===== config.mk =====
export PLATFORM = sky130hd
export DESIGN_NAME = fetch_queue
export DESIGN_NICKNAME = d
export VERILOG_FILES = /design/src/rtl/fetch_queue.sv
export SDC_FILE = /design/constraint.sdc
export NUM_CORES = 2
export LEC_CHECK = 0
export BUFFER_PORTS_ARGS = -buffer_cell sky130_fd_sc_hd__buf_4
export CELL_PAD_IN_SITES_DETAIL_PLACEMENT = 1
export CELL_PAD_IN_SITES_GLOBAL_PLACEMENT = 1
export CORE_UTILIZATION = 41
export DETAILED_ROUTE_END_ITERATION = 10
export PLACE_DENSITY_LB_ADDON = 0.1
export SETUP_SLACK_MARGIN = 0.3
export SLEW_MARGIN = 30
export SYNTH_ARGS = -nofsm -noshare
export SYNTH_HDL_FRONTEND = slang
export SYNTH_SLANG_ARGS = --single-unit
export TNS_END_PERCENT = 50

===== constraint.sdc =====
create_clock -name clk -period 11.3 [get_ports clk]
set_input_delay 0 -clock clk [delete_from_list [all_inputs] [get_ports clk]]
set_output_delay 0 -clock clk [all_outputs]
set_load 0.01 [all_outputs]

===== src/rtl/fetch_queue.sv =====
// Purpose: compacts valid lanes of ICache fetch packets into a circular instruction store and presents the oldest DECODE_WIDTH entries to decode.
// Latency: an instruction written at edge N is presented from cycle N+1; there is no write-through bypass.
// Backpressure: fq_rdy drops when a full packet no longer fits or during flush; decode consumes any prefix count via dec_take.
module fetch_queue #(
    parameter int FETCH_WIDTH   = 2,
    parameter int DECODE_WIDTH  = 2,
    parameter int DEPTH         = 16,
    parameter int CPU_ADDR_BITS = 32,
    parameter int CPU_INST_BITS = 32
) (
    input  logic                                    clk,
    input  logic                                    rst,
    input  logic                                    flush,
    input  logic [CPU_ADDR_BITS-1:0]                pc,
    input  logic [FETCH_WIDTH*CPU_INST_BITS-1:0]    icache_dout,
    input  logic [FETCH_WIDTH-1:0]                  icache_lane_val,
    input  logic                                    icache_dout_val,
    output logic                                    fq_rdy,
    output logic [DECODE_WIDTH*CPU_INST_BITS-1:0]   dec_inst,
    output logic [DECODE_WIDTH*CPU_ADDR_BITS-1:0]   dec_pc,
    output logic [DECODE_WIDTH-1:0]                 dec_val,
    input  logic [$clog2(DECODE_WIDTH+1)-1:0]       dec_take,
    output logic [$clog2(DEPTH+1)-1:0]              fq_count
);

    localparam int PTR_W = $clog2(DEPTH);
    localparam int CNT_W = $clog2(DEPTH+1);

    // A full packet fits only while occupancy leaves FETCH_WIDTH free slots.
    localparam logic [CNT_W-1:0] RDY_LIMIT = CNT_W'(DEPTH - FETCH_WIDTH);
    localparam logic [CNT_W-1:0] DEC_MAX   = CNT_W'(DECODE_WIDTH);

    logic [CPU_INST_BITS-1:0] inst_q [DEPTH];
    logic [CPU_ADDR_BITS-1:0] pc_q   [DEPTH];

    logic [PTR_W-1:0] rd_ptr_q, rd_ptr_d;
    logic [PTR_W-1:0] wr_ptr_q, wr_ptr_d;
    logic [CNT_W-1:0] count_q,  count_d;
    logic [CNT_W-1:0] n_in, n_out;
    logic [PTR_W-1:0] lane_slot [FETCH_WIDTH];
    logic [PTR_W-1:0] lane_off;
    logic             do_write;

    // Ready depends only on state and flush so the ICache never sees a loop through valid.
    assign fq_rdy   = (count_q <= RDY_LIMIT) && !flush;
    assign do_write = icache_dout_val && fq_rdy;
    assign fq_count = count_q;

    // Compaction: each valid lane lands at wr_ptr plus the number of valid lanes below it.
    always_comb begin
        n_in     = '0;
        lane_off = '0;
        for (int i = 0; i < FETCH_WIDTH; i++) begin
            lane_slot[i] = wr_ptr_q + lane_off;
            if (icache_lane_val[i]) begin
                lane_off = lane_off + PTR_W'(1);
                n_in     = n_in + CNT_W'(1);
            end
        end
    end

    // Presentation: lane j shows the j-th oldest entry; invalid lanes are driven to zero.
    always_comb begin
        dec_val  = '0;
        dec_inst = '0;
        dec_pc   = '0;
        for (int j = 0; j < DECODE_WIDTH; j++) begin
            if (!flush && (count_q > CNT_W'(j))) begin
                dec_val[j]                                    = 1'b1;
                dec_inst[j*CPU_INST_BITS +: CPU_INST_BITS]    = inst_q[rd_ptr_q + PTR_W'(j)];
                dec_pc[j*CPU_ADDR_BITS +: CPU_ADDR_BITS]      = pc_q[rd_ptr_q + PTR_W'(j)];
            end
        end
    end

    // Dequeue amount is clamped to what is actually present so a bad dec_take cannot underflow.
    always_comb begin
        n_out = CNT_W'(dec_take);
        if (n_out > count_q) begin
            n_out = count_q;
        end
        if (n_out > DEC_MAX) begin
            n_out = DEC_MAX;
        end
    end

    // Next-state pointers and occupancy; flush drops any same-cycle read and write.
    always_comb begin
        rd_ptr_d = rd_ptr_q + n_out[PTR_W-1:0];
        wr_ptr_d = wr_ptr_q;
        count_d  = count_q - n_out;
        if (do_write) begin
            wr_ptr_d = wr_ptr_q + n_in[PTR_W-1:0];
            count_d  = count_d + n_in;
        end
        if (flush) begin
            rd_ptr_d = '0;
            wr_ptr_d = '0;
            count_d  = '0;
        end
    end

    // Pointer and occupancy registers; reset wins over flush.
    always_ff @(posedge clk) begin
        if (rst) begin
            rd_ptr_q <= '0;
            wr_ptr_q <= '0;
            count_q  <= '0;
        end else begin
            rd_ptr_q <= rd_ptr_d;
            wr_ptr_q <= wr_ptr_d;
            count_q  <= count_d;
        end
    end

    // Slot storage: contents are meaningless outside [rd_ptr, rd_ptr+count), so no reset is needed.
    always_ff @(posedge clk) begin
        if (!rst && do_write) begin
            for (int i = 0; i < FETCH_WIDTH; i++) begin
                if (icache_lane_val[i]) begin
                    inst_q[lane_slot[i]] <= icache_dout[i*CPU_INST_BITS +: CPU_INST_BITS];
                    pc_q[lane_slot[i]]   <= pc + CPU_ADDR_BITS'(4*i);
                end
            end
        end
    end

endmodule


==> impl_metrics.csv <==
group,metric,value,unit
hold_path,hp-start,"pc[1]",
synth,yosys-top-cells-count,"1760 x nand2_1, 1024 x edfxtp_1, 576 x mux4_2",
timing,finalHoldViolCount,0,
finish,fin_cells,7433,
pwr,vdd_drop_max,0.115,mV
global_routing,antenna_found_initial,12,
synth,synthAdderAreaFrac,0.00496,
finish,area_growth,15.1,%
flow_run,maxCapViolations,0,
pwr,leakage,24.6,nW
outcome,status,"completed",
worst_setup_path,cp.required,11.30,ns
timing,max_freq,173,MHz
synth,synth-simple-area-share,0.153,
timing,finalSetupTns,0,ns
clock_network,cts_resized,0,
synth,async_reset_ff_frac,0,
floorplanning,die_w,389,um
timing,fin_skew,0.0522,ns
floorplanning,io_pins,240,
placement,gp_congestion,0.817,
pwr,power,9.94,mW
floorplanning,rows,141,
worst_setup_path,setup.worst_path.class,"flop to output port",
synth,synth_edf_count,1024,
synth,synth_top_family_by_area,"multiplexers",
floorplanning,start_util,0.415,
synth,ys_dominant_reg_cell,"edfxtp_1",
routing,antenna_left,0,
routing,wire_per_inst,32.6,um
routing,firstDrtPassIters,5,
synth,syn-cell-area,61500,um2
timing,drv_slew,0,
worst_setup_path,r2r-end,"inst_q[9][14]$_DFFE_PP_",
global_routing,grt_pass1_wl,349000,um
clock_network,cts_root_buf,"clkbuf_16",
routing,dr.first_iter.drc_count,5474,
floorplanning,die_height,389,um
synth,synthMostInstantiatedCell,"nand2_1",
floorplanning,die-area,152000,um2
placement,io_buffers,239,
placement,dp_hpwl,138000,um
synth,yosys.area.top_type,"edfxtp_1",
clock_network,cts_max_level,3,
global_routing,grt_pass1_vias,47343,
routing,drc,0,
timing,post-route-period-util,0.512,
synth,netlist_instances,5249,
global_routing,gr-usage-all-layers,0.320,
global_routing,grt_max_degree,150,
worst_setup_path,arrival,5.78,ns
synth,ys_seq_area_frac,0.504,
placement,placed_cells,7064,
finish,num-fill-cells,15190,
synth,synth-compound-area-share,0.0266,
synth,synth_xor_area_frac,0.0652,
routing,vias,46041,
synth,synth.avg_cell_area,11.7,um2
finish,finalNetCount,5455,
clock_network,postCtsSetupRepairBufs,0,
global_routing,overflow,0,
clock_network,clk_pin_slew_worst_paths,0.06,ns
synth,synthMuxAreaShare,0.211,
clock_network,cts_hold_buf,138,
hold_path,min_path_cells,2,
worst_setup_path,reg2reg_from,"wr_ptr_q[0]$_SDFFE_PP0P_",
clock_network,cts_num_sinks,1037,
timing,finalCriticalPeriod,5.78,ns
timing,rsz0062_at_grt,"no",
hold_path,worstHoldPathType,"input pin to flop",
worst_setup_path,endpoint_kind,"output port",
clock_network,clk_path_buf_depth,3,
floorplanning,core,148000,um2
routing,routed_wl,242000,um
timing,relSlewSlack,0.273,
pwr,powerDensity,140,nW/um2
timing,finalSetupViolCount,0,
timing,worstMarginPinSlew,1.09,ns
finish,drive_gt1_frac,0.220,
routing,avgViaCountPerCell,6.19,
hold_path,worstHoldEndpoint,"pc_q[5][1]$_DFFE_PP_",
clock_network,insertion_delay,0.77,ns
synth,synth_top_area_frac,0.500,
clock_network,cts_buffers,120,
synth,yosysUniqueCellTypes,50,
worst_setup_path,worstPathMaxFanout,55,
worst_setup_path,cp-start-kind,"flop",
synth,yosys_warnings,0,
synth,synth.top_cells.by_area,"edfxtp_1 50%, mux4_2 21%, nand2_1 11%, xor2_1 4.2%, clkbuf_1 2.4%",
synth,synth_seq_cells,1037,
worst_setup_path,r2r_slack,6.64,ns
worst_setup_path,ff2ff_path_depth,9,
clock_network,cts_tree,"built",
==> placed cells by master (no fill, tap or decap), types with 16 or more instances in the layout <==
| cell | n |
|---|---|
| dlygate4sd3_1 | 138 |
| nand3_1 | 40 |
| nor3_1 | 44 |
| mux4_2 | 576 |
| edfxtp_1 | 1024 |
| buf_4 | 326 |
| nand2_1 | 1756 |
| a21oi_1 | 74 |
| a22oi_1 | 128 |
| clkinv_2 | 25 |
| clkbuf_1 | 27 |
| nand3_4 | 16 |
| xor2_1 | 295 |
| xnor2_1 | 160 |
| clkinv_1 | 27 |
| inv_1 | 16 |
| o21ai_0 | 22 |
| nor2b_1 | 71 |
| clkbuf_16 | 123 |
| nor2_1 | 310 |
| nor3_2 | 16 |
| ha_1 | 17 |
==> flip-flops by register name, indices dropped and copies added (netlist names) <==
register,count
pc_q,512
fq_count,5
wr_ptr_q,4
rd_ptr_q,4
inst_q,512
==> layout make-up <==
class                   instances  area [um2]  share of cell area
inverters                      19        76.3             0.00108
diodes                          1        2.50           0.0000353
multi-input cells            3658       29000               0.409
repair buffers                493        4330              0.0611
clock buffers                 150        3180              0.0449
clock inverters                73         709              0.0100
flip-flops and latches       1037       31000               0.438
well taps                    2002        2500              0.0354
==> metrics by stage <==
step,utilization,setup slack [ns],hold WS [ns],cell area [um2]
finish,0.477,5.52,0.147,70800
global route,0.477,5.34,0.133,70800
CTS,0.476,5.43,0.0833,70600
detailed placement,0.440,6.27,0.322,65400
global placement,0.439,6.38,0.315,65200
floorplan,-,4.76,0.0989,61500
==> routing by layer <==
metal / GRT usage / vias up / part of all wire
met5: 0 / - / 0.00011
met4: 0.0885 / 6 / 0.027
met3: 0.0504 / 417 / 0.087
met2: 0.516 / 2348 / 0.48
met1: 0.448 / 24352 / 0.41
li1: - / 18918 / -
==> worst max-delay path: stages, from the launching register on <==
cell and delay [ns]:
dfxtp_4 0.81, buf_4 0.81, ha_4 0.27, nand2_1 0.10, o21ai_0 0.49, a32o_4 0.55
buf_4 0.89, a22oi_1 0.21, a21oi_1 0.56, buf_4 0.23
==> where the power goes <==
part           internal (mW)  total (mW)  switching [mW]
combinational          0.760        1.66           0.903
clock                   2.30        4.01            1.71
sequential              4.24        4.27          0.0285
==> logic make-up (layout without fill, tap and decap cells) <==
kind of cell / after synthesis / count (layout)
compound gates: 254 / 254
mux: 577 / 577
fa+ha+maj: 22 / 22
xor+xnor: 458 / 458
other cells: 2 / 4
buf+inv: 555 / 735
flops: 1037 / 1037
simple gates: 2344 / 2344
==> worst max-delay path by stage <==
stage                                start                      to  slack [ns]
floorplan           fq_count[4]$_SDFF_PP0_  inst_q[3][0]$_DFFE_PP_        4.76
global placement    rd_ptr_q[0]$_SDFF_PP0_              dec_pc[21]        6.38
detailed placement  rd_ptr_q[0]$_SDFF_PP0_              dec_pc[26]        6.27
CTS                 rd_ptr_q[0]$_SDFF_PP0_              dec_pc[26]        5.43
global route        rd_ptr_q[0]$_SDFF_PP0_              dec_pc[57]        5.34
finish              rd_ptr_q[0]$_SDFF_PP0_              dec_pc[49]        5.52
Power figures use the tool's default switching activity.
